===== config.mk =====
export PLATFORM = sky130hd
export DESIGN_NAME = fifo_nibble_serializer
export DESIGN_NICKNAME = d
export VERILOG_FILES = /design/src/rtl/fifo_nibble_serializer_pkg.sv /design/src/rtl/baud_tick_gen.sv /design/src/rtl/fifo_nibble_serializer.sv
export SDC_FILE = /design/constraint.sdc
export NUM_CORES = 1
export LEC_CHECK = 0
export ABC_AREA = 1
export CAP_MARGIN = 20
export CORE_MARGIN = 4
export CORE_UTILIZATION = 55
export CTS_BUF_LIST = sky130_fd_sc_hd__clkbuf_4
export CTS_CLUSTER_DIAMETER = 150
export DETAILED_ROUTE_END_ITERATION = 10
export PLACE_DENSITY_LB_ADDON = 0.25
export SYNTH_ARGS = -nofsm -noshare
export SYNTH_HDL_FRONTEND = slang
export SYNTH_SLANG_ARGS = --single-unit

===== constraint.sdc =====
create_clock -name clk -period 4.1 [get_ports clk]
set_input_delay 0.82 -clock clk [delete_from_list [all_inputs] [get_ports clk]]
set_output_delay 0.82 -clock clk [all_outputs]
set_load 0.005 [all_outputs]

===== src/rtl/fifo_nibble_serializer_pkg.sv =====
// -----------------------------------------------------------------------------
// fifo_nibble_serializer_pkg
//   Shared definitions for the FIFO-to-serial frame transmitter:
//   - FIFO mode command encodings understood by the 4-bit mode-controlled FIFO
//   - transmitter FSM state enumeration
//   - default data word width
// -----------------------------------------------------------------------------
package fifo_nibble_serializer_pkg;

    // Default width of one FIFO word and of the data field of a frame.
    localparam int DEF_DATA_W = 4;

    // FIFO mode commands. The serializer only ever issues IDLE or POP;
    // PUSH is listed so every user of the FIFO shares one encoding.
    localparam logic [1:0] MODE_IDLE = 2'b00;
    localparam logic [1:0] MODE_PUSH = 2'b01;
    localparam logic [1:0] MODE_POP  = 2'b10;

    // Transmitter FSM states, in frame order.
    typedef enum logic [2:0] {
        ST_IDLE,
        ST_POP,
        ST_LOAD,
        ST_START,
        ST_DATA,
        ST_PARITY,
        ST_STOP
    } state_t;

endpackage : fifo_nibble_serializer_pkg


===== src/rtl/baud_tick_gen.sv =====
// -----------------------------------------------------------------------------
// baud_tick_gen
//   Divides clk into serial bit periods of BAUD_DIV cycles.
//
//   Ports:
//     clk    in   system clock
//     rst_n  in   asynchronous active-low reset
//     clr    in   holds the divider at the start of a period
//     tick   out  high on the last cycle of every BAUD_DIV-cycle period
//
//   While clr is high the counter sits at 0, so the first period after clr
//   drops is a full BAUD_DIV cycles long. With BAUD_DIV=1 tick is always high.
// -----------------------------------------------------------------------------
module baud_tick_gen #(
    parameter int BAUD_DIV = 4
) (
    input  logic clk,
    input  logic rst_n,
    input  logic clr,
    output logic tick
);

    // Counter holds 0..BAUD_DIV-1; the extra headroom bit keeps the width
    // non-zero for BAUD_DIV=1.
    localparam int              CNT_W    = $clog2(BAUD_DIV + 1);
    localparam logic [CNT_W-1:0] CNT_LAST = CNT_W'(BAUD_DIV - 1);

    logic [CNT_W-1:0] cnt;

    assign tick = (cnt == CNT_LAST);

    // NOTE: sequential state uses non-blocking assignments so every flop
    // samples pre-edge values regardless of statement order.
    always_ff @(posedge clk or negedge rst_n) begin
        if (!rst_n) begin
            cnt <= '0;
        end else if (clr || tick) begin
            // Wrap at the period end; never counts past CNT_LAST.
            cnt <= '0;
        end else begin
            cnt <= cnt + CNT_W'(1);
        end
    end

endmodule : baud_tick_gen


===== src/rtl/fifo_nibble_serializer.sv =====
// -----------------------------------------------------------------------------
// fifo_nibble_serializer
//   Read-side consumer of the 4-bit mode-controlled FIFO. Pops one word at a
//   time and sends it as an asynchronous serial frame:
//     start (0) | DATA_W data bits, LSB first | even parity (optional) | stop (1)
//   Each bit lasts BAUD_DIV clk cycles.
//
//   Ports:
//     clk           in   system clock, rising edge
//     rst_n         in   asynchronous active-low reset
//     en            in   allows a new frame to start (does not abort one)
//     fifo_empty    in   FIFO empty flag (registered in the FIFO)
//     fifo_dataout  in   FIFO read data (registered in the FIFO)
//     fifo_mode     out  FIFO mode command, MODE_POP for one cycle per word
//     ser_out       out  serial line, idles at 1
//     busy          out  high whenever the FSM is not in IDLE
//     frame_done    out  one-cycle pulse in the first IDLE cycle after stop
//
//   Sequence per word: IDLE -> POP (pop edge) -> LOAD (capture edge) ->
//   START -> DATA x DATA_W -> [PARITY] -> STOP -> IDLE.
//   The FIFO's registered dataout is valid during LOAD, one cycle after the
//   pop edge, so it is captured at the edge that ends LOAD. Its empty flag
//   lags by a cycle too, but LOAD plus at least one bit period always
//   separate a pop from the next IDLE evaluation, so no extra guard is needed.
//   All outputs decode registered state only.
// -----------------------------------------------------------------------------
module fifo_nibble_serializer
    import fifo_nibble_serializer_pkg::*;
#(
    parameter int DATA_W    = DEF_DATA_W,
    parameter int BAUD_DIV  = 4,
    parameter int PARITY_EN = 1
) (
    input  logic              clk,
    input  logic              rst_n,
    input  logic              en,
    input  logic              fifo_empty,
    input  logic [DATA_W-1:0] fifo_dataout,
    output logic [1:0]        fifo_mode,
    output logic              ser_out,
    output logic              busy,
    output logic              frame_done
);

    // Bit counter covers 0..DATA_W so the increment after the last data bit
    // cannot overflow.
    localparam int               BIT_W    = $clog2(DATA_W + 1);
    localparam logic [BIT_W-1:0] LAST_BIT = BIT_W'(DATA_W - 1);

    state_t            state;
    state_t            state_nxt;
    logic [DATA_W-1:0] shift_q;
    logic              parity_q;
    logic [BIT_W-1:0]  bit_cnt;
    logic              done_q;
    logic              tick;
    logic              baud_clr;

    // -------------------------------------------------------------------------
    // Bit-period timing
    // -------------------------------------------------------------------------
    baud_tick_gen #(
        .BAUD_DIV (BAUD_DIV)
    ) u_baud (
        .clk   (clk),
        .rst_n (rst_n),
        .clr   (baud_clr),
        .tick  (tick)
    );

    // -------------------------------------------------------------------------
    // FSM: state register
    // -------------------------------------------------------------------------
    always_ff @(posedge clk or negedge rst_n) begin
        if (!rst_n) begin
            state <= ST_IDLE;
        end else begin
            state <= state_nxt;
        end
    end

    // -------------------------------------------------------------------------
    // FSM: next-state logic
    // -------------------------------------------------------------------------
    // NOTE: every always_comb output gets a default before the case so no
    // path leaves it unassigned, which would infer a latch.
    always_comb begin
        state_nxt = state;
        case (state)
            ST_IDLE: begin
                if (en && !fifo_empty) begin
                    state_nxt = ST_POP;
                end
            end
            ST_POP: begin
                state_nxt = ST_LOAD;
            end
            ST_LOAD: begin
                state_nxt = ST_START;
            end
            ST_START: begin
                if (tick) begin
                    state_nxt = ST_DATA;
                end
            end
            ST_DATA: begin
                if (tick && (bit_cnt == LAST_BIT)) begin
                    state_nxt = (PARITY_EN != 0) ? ST_PARITY : ST_STOP;
                end
            end
            ST_PARITY: begin
                if (tick) begin
                    state_nxt = ST_STOP;
                end
            end
            ST_STOP: begin
                if (tick) begin
                    state_nxt = ST_IDLE;
                end
            end
            default: begin
                state_nxt = ST_IDLE;
            end
        endcase
    end

    // -------------------------------------------------------------------------
    // Datapath: shift register, parity, bit counter, frame-done flag
    // -------------------------------------------------------------------------
    // NOTE: the shift register is a handful of flops, not a memory array, so
    // it is reset along with the rest of the state to keep ser_out defined.
    always_ff @(posedge clk or negedge rst_n) begin
        if (!rst_n) begin
            shift_q  <= '0;
            parity_q <= 1'b0;
            bit_cnt  <= '0;
            done_q   <= 1'b0;
        end else begin
            // The pulse lands in the IDLE cycle that follows the stop bit.
            done_q <= (state == ST_STOP) && tick;

            if (state == ST_LOAD) begin
                shift_q  <= fifo_dataout;
                // Even parity: XOR of the data makes the total ones count even.
                parity_q <= ^fifo_dataout;
                bit_cnt  <= '0;
            end else if ((state == ST_DATA) && tick) begin
                shift_q <= shift_q >> 1;
                bit_cnt <= bit_cnt + BIT_W'(1);
            end
        end
    end

    // -------------------------------------------------------------------------
    // FSM: output decode (registered state only)
    // -------------------------------------------------------------------------
    always_comb begin
        fifo_mode = MODE_IDLE;
        ser_out   = 1'b1;
        busy      = 1'b1;
        baud_clr  = 1'b0;
        case (state)
            ST_IDLE: begin
                busy     = 1'b0;
                baud_clr = 1'b1;
            end
            ST_POP: begin
                fifo_mode = MODE_POP;
                baud_clr  = 1'b1;
            end
            ST_LOAD: begin
                // Divider is held here so START gets a full bit period.
                baud_clr = 1'b1;
            end
            ST_START: begin
                ser_out = 1'b0;
            end
            ST_DATA: begin
                ser_out = shift_q[0];
            end
            ST_PARITY: begin
                ser_out = parity_q;
            end
            ST_STOP: begin
                ser_out = 1'b1;
            end
            default: begin
                ser_out = 1'b1;
            end
        endcase
    end

    assign frame_done = done_q;

endmodule : fifo_nibble_serializer


Yosys cells after proc, flatten, opt, wreduce, memory -nomap -nowiden
Index checks and enable logic that the tools add are counted.
- $add $sub $neg: 2
- $mul: 0
- divide/modulo/power cells: 0
- magnitude comparators: 0
- equality and inequality tests: 13
- shifts and indexed selects: 0
- mux-type cells: 15
- bitwise gates (word level): 0
- reductions and logical operators: 11
- operators by type and width (cell ; number):
    two-way mux 3 bit ; 8
    case mux 3 bit (7 select lines) ; 1
    equality test 3 x 2 -> 1 bit, second input constant ; 4
    != test 2 bit, second input constant ; 5
    equality test 3 bit, second input constant ; 3
    two-way mux 4 bit ; 2
    adder 3 x 1 -> 3 bit, second input constant ; 2
    AND reduction 5 bit ; 1
    logical AND 1 bit ; 4
    XOR reduction 4 bit ; 1
    equality test 3 x 1 -> 1 bit, second input constant ; 1
    logical NOT 3 bit ; 1
    case mux 1 bit (3 select lines) ; 1
    OR reduction 3 bit ; 1
    two-way mux 1 bit ; 2
    two-way mux 2 bit ; 1
    nonzero test 2 bit ; 1
    logical NOT 1 bit ; 1
    logical OR 1 bit ; 1
- register bits after elaboration: 15
- bits in latches: 0
- RAM bits: 0
- memory bits (read-only): 0
- bits of input ports: 8
- logic and storage cells: 47
- memories: 0

Logic depth before layout (Yosys ltp)
Gate-level depths: netlist of run 1.
- depth in word-level cells: 5
- gate-level depth with buffers: 9
- mapped depth without buffers: 9

By module
A second synthesis of run 1 with hierarchy kept.
- cells, all modules: 112
- area, all modules: 870.8 um^2
- by module, submodules not included (module ; instances ; cells each ; area an instance (um^2) ; sequential area each (um^2)):
    fifo_nibble_serializer ; 1 ; 99 ; 738.2 ; 300.3
    baud_tick_gen ; 1 ; 13 ; 132.6 ; 75.1

Worst setup path before layout of run 1
OpenSTA, ideal clock, no wires.
- path kind: register to output
- start: reg state[0]
- end: out ser_out
- data arrival time: 0.880 ns
- slack: 2.400 ns
- stages on the path, launching flop included: 6
- path buffers: 0
- path through: dfrtp_1 > nand2_1 > nand2_1 > nand2_1 > a21oi_1 > o21ai_0
- word-level cells in the longest chain between the ends: 2
- elaborated cells between the ends (all ways): 4
- RTL lines (what ; line ; RTL):
    start, declared ; fifo_nibble_serializer.sv:50 ; state_t state;
    start signal, assigned ; fifo_nibble_serializer.sv:78 ; state <= state_nxt;
    equality test 3 bit / equality test 3 x 2 -> 1 bit (equally long branches) ; fifo_nibble_serializer.sv:162 ; case (state)
    case mux 1 bit (3 select lines) * ; fifo_nibble_serializer.sv:162 ;
    end, declared ; fifo_nibble_serializer.sv:40 ; output logic ser_out,
Mark *: on every way between the ends. The rest lies on a longest branch, timed or not.

Worst setup path in the final report of run 1
- start: reg state[2]
- end: out ser_out
The elaborated chain is that of the path after synthesis.

==> results of run 1 <==
==> stage by stage <==
step / hold slack [ns] / utilization, % / std cells / setup WS, ns
after global routing: 0.489 / 71.2 / 131 / 1.29
after floorplan: 0.410 / - / 103 / 2.40
after global placement: 0.423 / 69.1 / 127 / 1.84
after CTS: 0.460 / 71.2 / 131 / 1.50
after detailed placement: 0.447 / 69.1 / 127 / 1.81
final: 0.459 / 71.2 / 131 / 1.50
==> flip-flops by register name (all words and copies together) (netlist names) <==
name,cells
shift_q,4
bit_cnt,3
state,3
u_baud.cnt,3
frame_done,1
parity_q,1
==> critical path, cell delays in order, from the launching register on <==
cell and delay (ns):
dfrtp_1 0.50, inv_1 0.13, nand2_1 0.15, nand2_1 0.08, a21oi_1 0.10, o21ai_0 0.09
clkdlybuf4s50_1 0.45
==> power breakdown <==
group / switching (uW) / total [uW] / internal, uW
sequential: 49.9 / 249 / 199
clock: 48.9 / 85.1 / 36.2
combinational: 159 / 277 / 117
==> final cells by class <==
type	count	area [um^2]	share of cell area (%)
inverters	14	52.6	5.47
multi-input cells	72	377	39.2
well taps	15	18.8	1.95
flip-flops and latches	15	375	39.1
clock inverters	1	5.00	0.521
repair buffers	11	110	11.5
clock buffers	3	22.5	2.34
==> cell usage in the layout, fill, tap and decap left out, types with 3 or more instances in the layout <==
| cell type | n |
|---|---|
| nand3_1 | 8 |
| clkdlybuf4s50_1 | 11 |
| dfrtp_1 | 15 |
| ha_1 | 4 |
| clkbuf_4 | 3 |
| nand4_1 | 3 |
| inv_1 | 11 |
| nor2_1 | 5 |
| inv_2 | 3 |
| nand2_1 | 36 |
==> metal layers <==
metal  vias up  global-route usage [%]
met5         -                       0
met4         0                    9.66
met3         4                    3.52
met2        22                    32.7
met1       309                    20.1
li1        351                       -
==> worst min path at each step <==
stage / from / to / slack, ns / cells after the start
6_report: u_baud.cnt[0]$_DFF_PN0_ / u_baud.cnt[0]$_DFF_PN0_ / 0.46 / 1
5_1_grt: u_baud.cnt[0]$_DFF_PN0_ / u_baud.cnt[0]$_DFF_PN0_ / 0.49 / 1
4_1_cts: u_baud.cnt[0]$_DFF_PN0_ / u_baud.cnt[0]$_DFF_PN0_ / 0.46 / 1
3_5_place_dp: u_baud.cnt[0]$_DFF_PN0_ / u_baud.cnt[0]$_DFF_PN0_ / 0.45 / 1
3_3_place_gp: u_baud.cnt[0]$_DFF_PN0_ / u_baud.cnt[0]$_DFF_PN0_ / 0.42 / 1
2_1_floorplan: u_baud.cnt[0]$_DFF_PN0_ / u_baud.cnt[0]$_DFF_PN0_ / 0.41 / 1
==> Yosys cell counts (2+ instances only) <==
library cell / number / area share, %
inv_1: 11 / 5.0
nand2_1: 36 / 16
ha_1: 4 / 6.1
nand2_2: 2 / 1.5
nor2_1: 5 / 2.3
nand4_1: 3 / 2.3
inv_2: 3 / 1.4
nand3_1: 8 / 4.9
dfrtp_1: 15 / 46
buf_4: 2 / 1.8
xnor2_1: 2 / 2.1
nor2_4: 2 / 2.7
a21oi_1: 2 / 1.2
==> cell families (layout without fill, tap and decap cells) <==
family / after synthesis / in the layout
other cells: 1 / 1
buf+inv: 16 / 29
flops: 15 / 15
xor+xnor: 3 / 3
fa+ha+maj: 4 / 4
simple gates: 58 / 58
compound gates: 6 / 6
==> impl_results.md, run 1 <==
* Outcome: finished clean
* DRC Markers at 0
* Full die area at around 2200 um^2
* CP Data Required Time at 3.28 ns
* Period minus WS final at 2.60 ns
* CTS max path bufs at 2
* Post-Synth Adder-Cell Area at 6.11%
* Synth Cell Area at just over 800 um^2
* Largest family of logic cells by synthesized area: simple AND/OR/NAND/NOR gates
* GP Congestion at ~0.88
* CTS Buf Count at 3
* Post-CTS Setup Bufs at 0
* Io pins at 13
* Total number of vias at 686
* Cts repair resizes at 0
* Crit start category: flip-flop
* Max-cap violations at 0
* Most used DFF post-synth: dfrtp_1
* Synth Area in XOR/XNOR at 3.21%
* Slew Viols, Final at 0
* Worst-Margin Slew at 0.680 ns
* CP startpoint: state[2]$_DFFE_PN0P_
* Post-synthesis to final-layout area growth at 17.3%
* Hold buffer count at cts at 0
* Layout cell share with drive strength beyond 1 at 10.3%
* Synth Area in Compound Gates at roughly 4.1%
* Die width at between 40 and 50 um
* Power Total at 610 uW
* Final setup TNS at 0 ns
* CP Max Fanout at 9
* Reg2Reg Setup Slack at 2.59 ns
* RR Startpoint: u_baud.cnt[0]$_DFF_PN0_
* Reg2reg end: shift_q[2]$_DFFE_PN0P_
* Synthesized net count at approximately 120
* Clk_skew at 0.00484 ns
* H-tree level count at 1
* Clock transition at the registers of the reported paths at approximately 0.10 ns
* Max Freq at 384 MHz
* Seq/Total Area, Yosys at 45.8%
* #FFs+latches synth at 15
* Core footprint at 1350 um^2
* Design Area, Final at 961 um^2
* Initial DRT Pass Iterations at 4
* Final period util at 63.5%
* Yosys cell types at 21
* Die Height at 46.6 um
* Synth Area per Inst at around 8.0 um^2
* Reg2Reg Depth at 9
* Final Hold Fails at 0
* Pwr Density at 635 nW/um^2
* Antenna violations before repair at 0
* Final antenna diode count at 0
* Final setup vio count at 0
* Post-synthesis mux area share at 0%
* Nets@finish at 129
* Area post-placement at 933 um^2
* RSZ-0062 raised after global routing: no
* P_leak at roughly 0.00050 uW
* Final wirelength at 1580 um
* CTS tree: done
* Met3 Routed Length at 112 um
* Initial core utilization at ~60%
* Slew headroom at 54.5%
* Worst hold path class: reg -> reg
* Wire per inst at 12.0 um
* Largest net degree at the start of global routing at 16
* Initial DRC count at 18
* Filler cells at 111
* Simple-gate share of the synthesized area at 32.1%
* First-pass GRT wire length at 2720 um
* Asr flop ratio synth at 100%
* Via-to-Cell Ratio at 5.24
* Mapped Cells at 103
* Vias in the first global route at roughly 680
* Worst IR drop on VDD at 0.000397 V
* CTS root buffer: clkbuf_4
* WS Path Type: reg -> out
* # rows at 13
* DR WL met2 at 818 um
* Worst setup EP type: output port
* Synth warn at 0
* Metal-1 WL at between 600 and 700 um
* CP Data Arrival Time at 1.78 ns
* Gr ovfl total at 0
* Post-synth EDFFs at 0
* DR top layer: met4
* # clock sinks at 15
* Antenna Violating Nets Remaining at 0
* CP endpoint: ser_out
* Worst skew pair latency at 0.28 ns
* PortBufs at 11
* Tot GR Track Use at between 15 and 20%
* Final HPWL DP at 1240 um
No activity file was read; power rests on OpenSTA's default activity.
==> inputs of run 2 (changes only) <==
--- a/config.mk
+++ b/config.mk
@@ -8,7 +8,7 @@
 export ABC_AREA = 1
 export CAP_MARGIN = 20
 export CORE_MARGIN = 4
-export CORE_UTILIZATION = 55
+export CORE_UTILIZATION = 49
 export CTS_BUF_LIST = sky130_fd_sc_hd__clkbuf_4
 export CTS_CLUSTER_DIAMETER = 150
 export DETAILED_ROUTE_END_ITERATION = 10
==> constraint.sdc (replaced) <==
create_clock -name clk -period 2.35 [get_ports clk]
set_input_delay 0.47 -clock clk [delete_from_list [all_inputs] [get_ports clk]]
set_output_delay 0.47 -clock clk [all_outputs]
set_load 0.005 [all_outputs]
==> run 2 against run 1 <==
Compared with the run above: sequential share of layout area down 0.51 points; hold slack got worse by 0.0085 ns; worst setup slack lost 1.4 ns; clock-buffer cell count grew 1; critical path depth stayed put; non-clock buffer count is 2 higher; register-to-register slack worse by 1.8 ns; via count decreased by 1.9%.
==> impl_results.md, run 2 (synthesis gave the netlist of run 1 again) <==
* Outcome: finished clean
* Final wirelength at 1570 um (-0.70%)
* Slew Viols, Final at 0 (unchanged)
* Period minus WS final at 2.25 ns
* Max FFs per register at 4 (unchanged)
* Top reg by flops: shift_q
* Layout cell share with drive strength beyond 1 at 14.4% (+4.1 points)
* Worst hold path class: reg -> reg
* Final core utilization at 63.8% (-7.4 points)
* Final period util at 95.6%
* Vias in the first global route at 694 (+1.8%)
* # rows at 14 (+1)
* RR Startpoint: u_baud.cnt[0]$_DFF_PN0_
* CTS Buf Count at 3 (unchanged)
* Area post-placement at 935 um^2 (+0.13%)
* Clock transition at the registers of the reported paths at 0.10 ns (about the same)
* Final HPWL DP at 1120 um (-9.9%)
* Final setup vio count at 0 (unchanged)
* CTS root buffer: clkbuf_4
* Antenna violations before repair at 0 (unchanged)
* Worst skew pair latency at 0.29 ns (about the same)
* Die Height at 48.9 um (+4.9%)
* PortBufs at 11 (unchanged)
* Die width at 48.9 um (+4.9%)
* CTS tree: done
* Clk_skew at 0.00661 ns (+0.00178 ns)
* Critical path's top delay family: buffers and inverters
* Via-to-Cell Ratio at 5.02 (-4.1%)
* Initial DRC count at 22 (+4)
* CP startpoint: state[2]$_DFFE_PN0P_
* Design Area, Final at 983 um^2 (+2.3%)
* Reg2Reg Setup Slack at 0.83 ns (-1.76 ns)
* Power Total at 1110 uW (+81%)
* Final Hold Fails at 0 (unchanged)
* Largest net degree at the start of global routing at 16 (unchanged)
* H-tree level count at 1 (unchanged)
* Tot GR Track Use at 15.4% (-2.9 points)
* Wire per inst at 11.7 um (-2.9%)
* Initial DRT Pass Iterations at 4 (unchanged)
* Worst path bufs/invs at 2 (unchanged)
* Post-synthesis to final-layout area growth at 20.0%
* CP Data Arrival Time at 1.78 ns (about the same)
* Initial core utilization at 53.2% (-7.5 points)
* CP Max Fanout at 9 (unchanged)
* Reg2reg end: bit_cnt[0]$_DFFE_PN0P_
* Commonest cells after routing, fill and taps aside: nand2_1, dfrtp_1, inv_1, clkdlybuf4s50_1, nand3_1
* WS Path Type: reg -> out
* Io pins at 13 (unchanged)
* Slew headroom at 54.7% (+0.22 points)
* CP Depth at 6 (unchanged)
* Core footprint at 1540 um^2 (+14%)
* DRC Markers at 0 (unchanged)
* Gr ovfl total at 0 (unchanged)
* Max-cap violations at 0 (unchanged)
* # clock sinks at 15 (unchanged)
* Cell with the most instances on the worst path: nand2_1
* Worst setup EP type: output port
* Final antenna diode count at 0 (unchanged)
* Most common cell after layout, fill and taps aside: nand2_1
* Slowest stage delay, CP at 0.54 ns (+0.04 ns)
* Antenna Violating Nets Remaining at 0 (unchanged)
* CTS max path bufs at 2 (unchanged)
* Total number of vias at 673 (-1.9%)
* Pwr Density at 1130 nW/um^2 (+77%)
* Worst IR drop on VDD at 0.000587 V (+48%)
* Critical-path top delay cell: clkdlybuf4s50_1
* Nets@finish at 131 (+1.6%)
* Worst-Margin Slew at 0.677 ns (-0.00327 ns)
* Max Freq at 445 MHz
* First-pass GRT wire length at 2840 um (+4.6%)
* GP Congestion at 0.856 (-2.2%)
* CP endpoint: ser_out
* P_leak at 0.000511 uW (+1.5%)
* Full die area at 2390 um^2 (+10%)
* Crit start category: flip-flop
* CP Data Required Time at 1.88 ns (-1.40 ns)
* CP cell instances: inv_1 -> nand2_1 -> nand2_1 -> a21oi_1 -> o21ai_0 -> clkdlybuf4s50_1
* Reg2Reg Depth at 9 (unchanged)
run 2: changes by cell type in the layout (fill, tap and decap cells not counted), sizes merged:
| cell | before | now |
|---|---|---|
| clkinv | 1 | 0 |
| clkbuf | 3 | 4 |
| buf | 0 | 2 |
run 2: worst min path at each step:
| stage | start | to | slack, ns | depth (start not counted) |
|---|---|---|---|---|
| floorplan | rst_n | bit_cnt[0]$_DFFE_PN0P_ | 0.17 | 0 |
| global route | u_baud.cnt[0]$_DFF_PN0_ | u_baud.cnt[0]$_DFF_PN0_ | 0.48 | 1 |
| global placement | u_baud.cnt[0]$_DFF_PN0_ | u_baud.cnt[0]$_DFF_PN0_ | 0.43 | 1 |
| CTS | u_baud.cnt[0]$_DFF_PN0_ | u_baud.cnt[0]$_DFF_PN0_ | 0.44 | 1 |
| detailed placement | u_baud.cnt[0]$_DFF_PN0_ | u_baud.cnt[0]$_DFF_PN0_ | 0.43 | 1 |
| finish | u_baud.cnt[0]$_DFF_PN0_ | u_baud.cnt[0]$_DFF_PN0_ | 0.45 | 1 |
run 2: where the power goes:
part	switching (uW)	internal (uW)
Sequential	85.8	352
Clock	88.9	77.6
Combinational	283	220
Total	457	649
run 2: final cells by class:
class                           count  area, um^2
Clock buffer                        4        30.0
Fill cell                         141         558
Inverter                           14        52.6
Multi-Input combinational cell     72         377
Sequential cell                    15         379
Tap cell                           16        20.0
Timing Repair Buffer               13         125
run 2: through the flow:
step | cells | TNS [ns] | hold WS (ns) | setup slack, ns
2_1_floorplan | 103 | 0 | 0.174 | 1.00
3_3_place_gp | 128 | 0 | 0.426 | 0.444
3_5_place_dp | 128 | 0 | 0.432 | 0.400
4_1_cts | 132 | 0 | 0.444 | 0.0536
5_1_grt | 134 | -0.00868 | 0.475 | -0.00868
6_report | 134 | 0 | 0.450 | 0.103
run 2: worst register-to-register path, cell delays in order (launching register included):
cell     delay (ns)
dfrtp_1        0.40
ha_1           0.21
ha_1           0.20
inv_1          0.20
nor2_4         0.09
inv_2          0.08
nand2_2        0.06
inv_2          0.11
nand2_1        0.06
o21ai_1        0.06
run 2: repair_timing:
| item | CTS | global route |
|---|---|---|
| gates resized for setup | 0 | 3 |
| setup endpoints to repair | 0 | 1 |
| setup buffers | 0 | 2 |
| hold buffers | 0 | 0 |
run 2: per-layer routing:
metal | global-route usage (%) | wire (um) | vias to the layer above
met2 | 22.2 | 648 | 12
met3 | 4.28 | 70 | 4
li1 | - | - | 355
met4 | 10.8 | 49 | 0
met1 | 19.6 | 799 | 302
met5 | 0 | 0 | -
==> RTL change: new RTL, settings of run 2 <==
Change the package constant `DEF_DATA_W` from 4 to 8.
--- a/src/rtl/fifo_nibble_serializer_pkg.sv
+++ b/src/rtl/fifo_nibble_serializer_pkg.sv
@@ -10,3 +10,3 @@
     // Default width of one FIFO word and of the data field of a frame.
-    localparam int DEF_DATA_W = 4;
+    localparam int DEF_DATA_W = 8;
 
Interface: changed (resized fifo_dataout); port bits go from 13 to 17. The function was not compared with the original's and may differ.
==> RTL change against run 2 <==
- sequential cell count is 5 higher
- critical endpoint unchanged
- setup slack worse by 0.022 ns
- highest routed layer unchanged
- final area is 37% higher
- synthesized cell count is 46% higher
- area after synthesis is 40% higher
- power is 38% lower
- clock power is 7% lower
- wire length is 37% higher
- sequential share of layout area is 1.3 points lower
- first-iteration DRC count is 27% higher
==> RTL change: results (changes against run 2) <==
| Metric | Value |
|---|---|
| Outcome | complete, no violations (unchanged) |
| Distinct cells, synth | 28 (was 21) |
| Synth area leaders | dfrtp_1 (44%), nand2_1 (16%), inv_1 (6.9%) (was dfrtp_1 (46%), nand2_1 (16%), ha_1 (6.1%)) |
| Filler cells | 211 (was 141) |
| Post-Synth Adder-Cell Area | 0.03275 (was 0.06107) |
| Post-Place Cell Area | 0.001319 sq mm (was 934.6 sq um) |
| PortBufs | 15 (was 11) |
| Met2 usage | 0.2571 (was 0.2217) |
| Met3 Usage GRT | 0.02299 (was 0.04281) |
| Ratio of cells with drive above 1 in the final layout | 0.09639 (was 0.1441) |
| Xor and xnor area share after synthesis | 0.03057 (was 0.03206) |
| Routed vias | 993 (was 673) |
| Post-DP HPWL | 1706 microns (was 1115 microns) |
| Final-stage net count | 183 (was 131) |
| First-pass GRT wire length | 3691 microns (was 2842 microns) |
| Max IR drop VDD | 234.4 uV (was 587.0 uV) |
| Met1 global-route usage | 0.1710 (was 0.1958) |
| Total track usage | 0.1475 (was 0.1540) |
| Compound-Gate Fraction of Synth Area | 0.1059 (was 0.04122) |
| CP arrival | 1.80 ns (was 1.78 ns) |
| Critical Path Fanout Max | 8 (was 9) |
| Drt pass-1 iters | 5 (was 4) |
| Mapped Nets | 165 (was 115) |
| Vias in the first global route | 920 (was 694) |
| Delay of the slowest critical-path stage | 0.57 ns (was 0.54 ns) |
-- RTL change: changes by cell type in the layout (fill, tap and decap cells not counted), moves of 4 or more --
cell             change
dfrtp_1              +8
clkdlybuf4s50_1      +4
inv_1               +10
o221ai_1             +4
nand2_1             +12
nor2_1              +10
-- RTL change: critical path, delay by kind of cell, from the launching register on --
family          cells  cell delay [ns]
flops               1             0.57
simple gates        2             0.29
buf+inv             1             0.51
compound gates      2             0.14
-- RTL change: kinds of logic (layout without fill, tap and decap cells) --
logic type	after synthesis	after routing
simple gates	77	77
flops	20	20
fa+ha+maj	3	3
xor+xnor	4	4
buf+inv	28	44
compound gates	17	17
other cells	1	1
-- RTL change: through the flow --
step / setup slack (ns) / util / power, W / std cells / hold slack [ns]
2_1_floorplan: 0.9781 / - / 0.0004708 / 150 / 0.1744
3_3_place_gp: 0.4428 / 0.5962 / 0.0005253 / 191 / 0.4160
3_5_place_dp: 0.3734 / 0.5962 / 0.0005317 / 191 / 0.4327
4_1_cts: 0.03729 / 0.6063 / 0.0006884 / 194 / 0.4464
5_1_grt: 0.009916 / 0.6075 / 0.0007248 / 194 / 0.4688
6_report: 0.08108 / 0.6075 / 0.0006809 / 194 / 0.4407
-- RTL change: worst paths after layout --
path / from / to / slack [ns] / depth (start not counted)
worst min-delay path: u_baud.cnt[0] / u_baud.cnt[0] / 0.44 / 1
max in group asynchronous: rst_n / u_baud.cnt[0] / 1.65 / 2
min in group asynchronous: rst_n / parity_q / 0.49 / 2
worst max register to register: state[2] / shift_q[5] / 0.84 / 6
worst max-delay path: state[2] / ser_out / 0.08 / 5
worst min register to register: u_baud.cnt[0] / u_baud.cnt[0] / 0.44 / 1
-- RTL change: cell type report --
class	instances	area share
inverter	25	0.07169
clock buffer	3	0.01676
tap	28	0.02607
timing repair buffer	16	0.1173
multi-input combinational	102	0.3957
sequential	20	0.3724
-- RTL change: routing by layer --
metal / wire [microns] / part of all wire
met5: 0 / 0
met4: 63 / 0.029
met3: 145 / 0.068
met2: 1018 / 0.48
met1: 913 / 0.43
-- RTL change: what timing repair did --
action                                 in CTS  in global routing
endpoints found under the hold margin       0                  0
buffers inserted                            0                  0
setup endpoints to repair                   0                  1
resized for setup                           0                  1
-- RTL change: where the power goes --
group          total, W  switching (W)  internal (W)  leakage [nW]
clock          0.000156      0.0000964     0.0000597        0.0138
sequential     0.000370      0.0000134      0.000357         0.268
combinational  0.000154      0.0000871     0.0000673         0.408
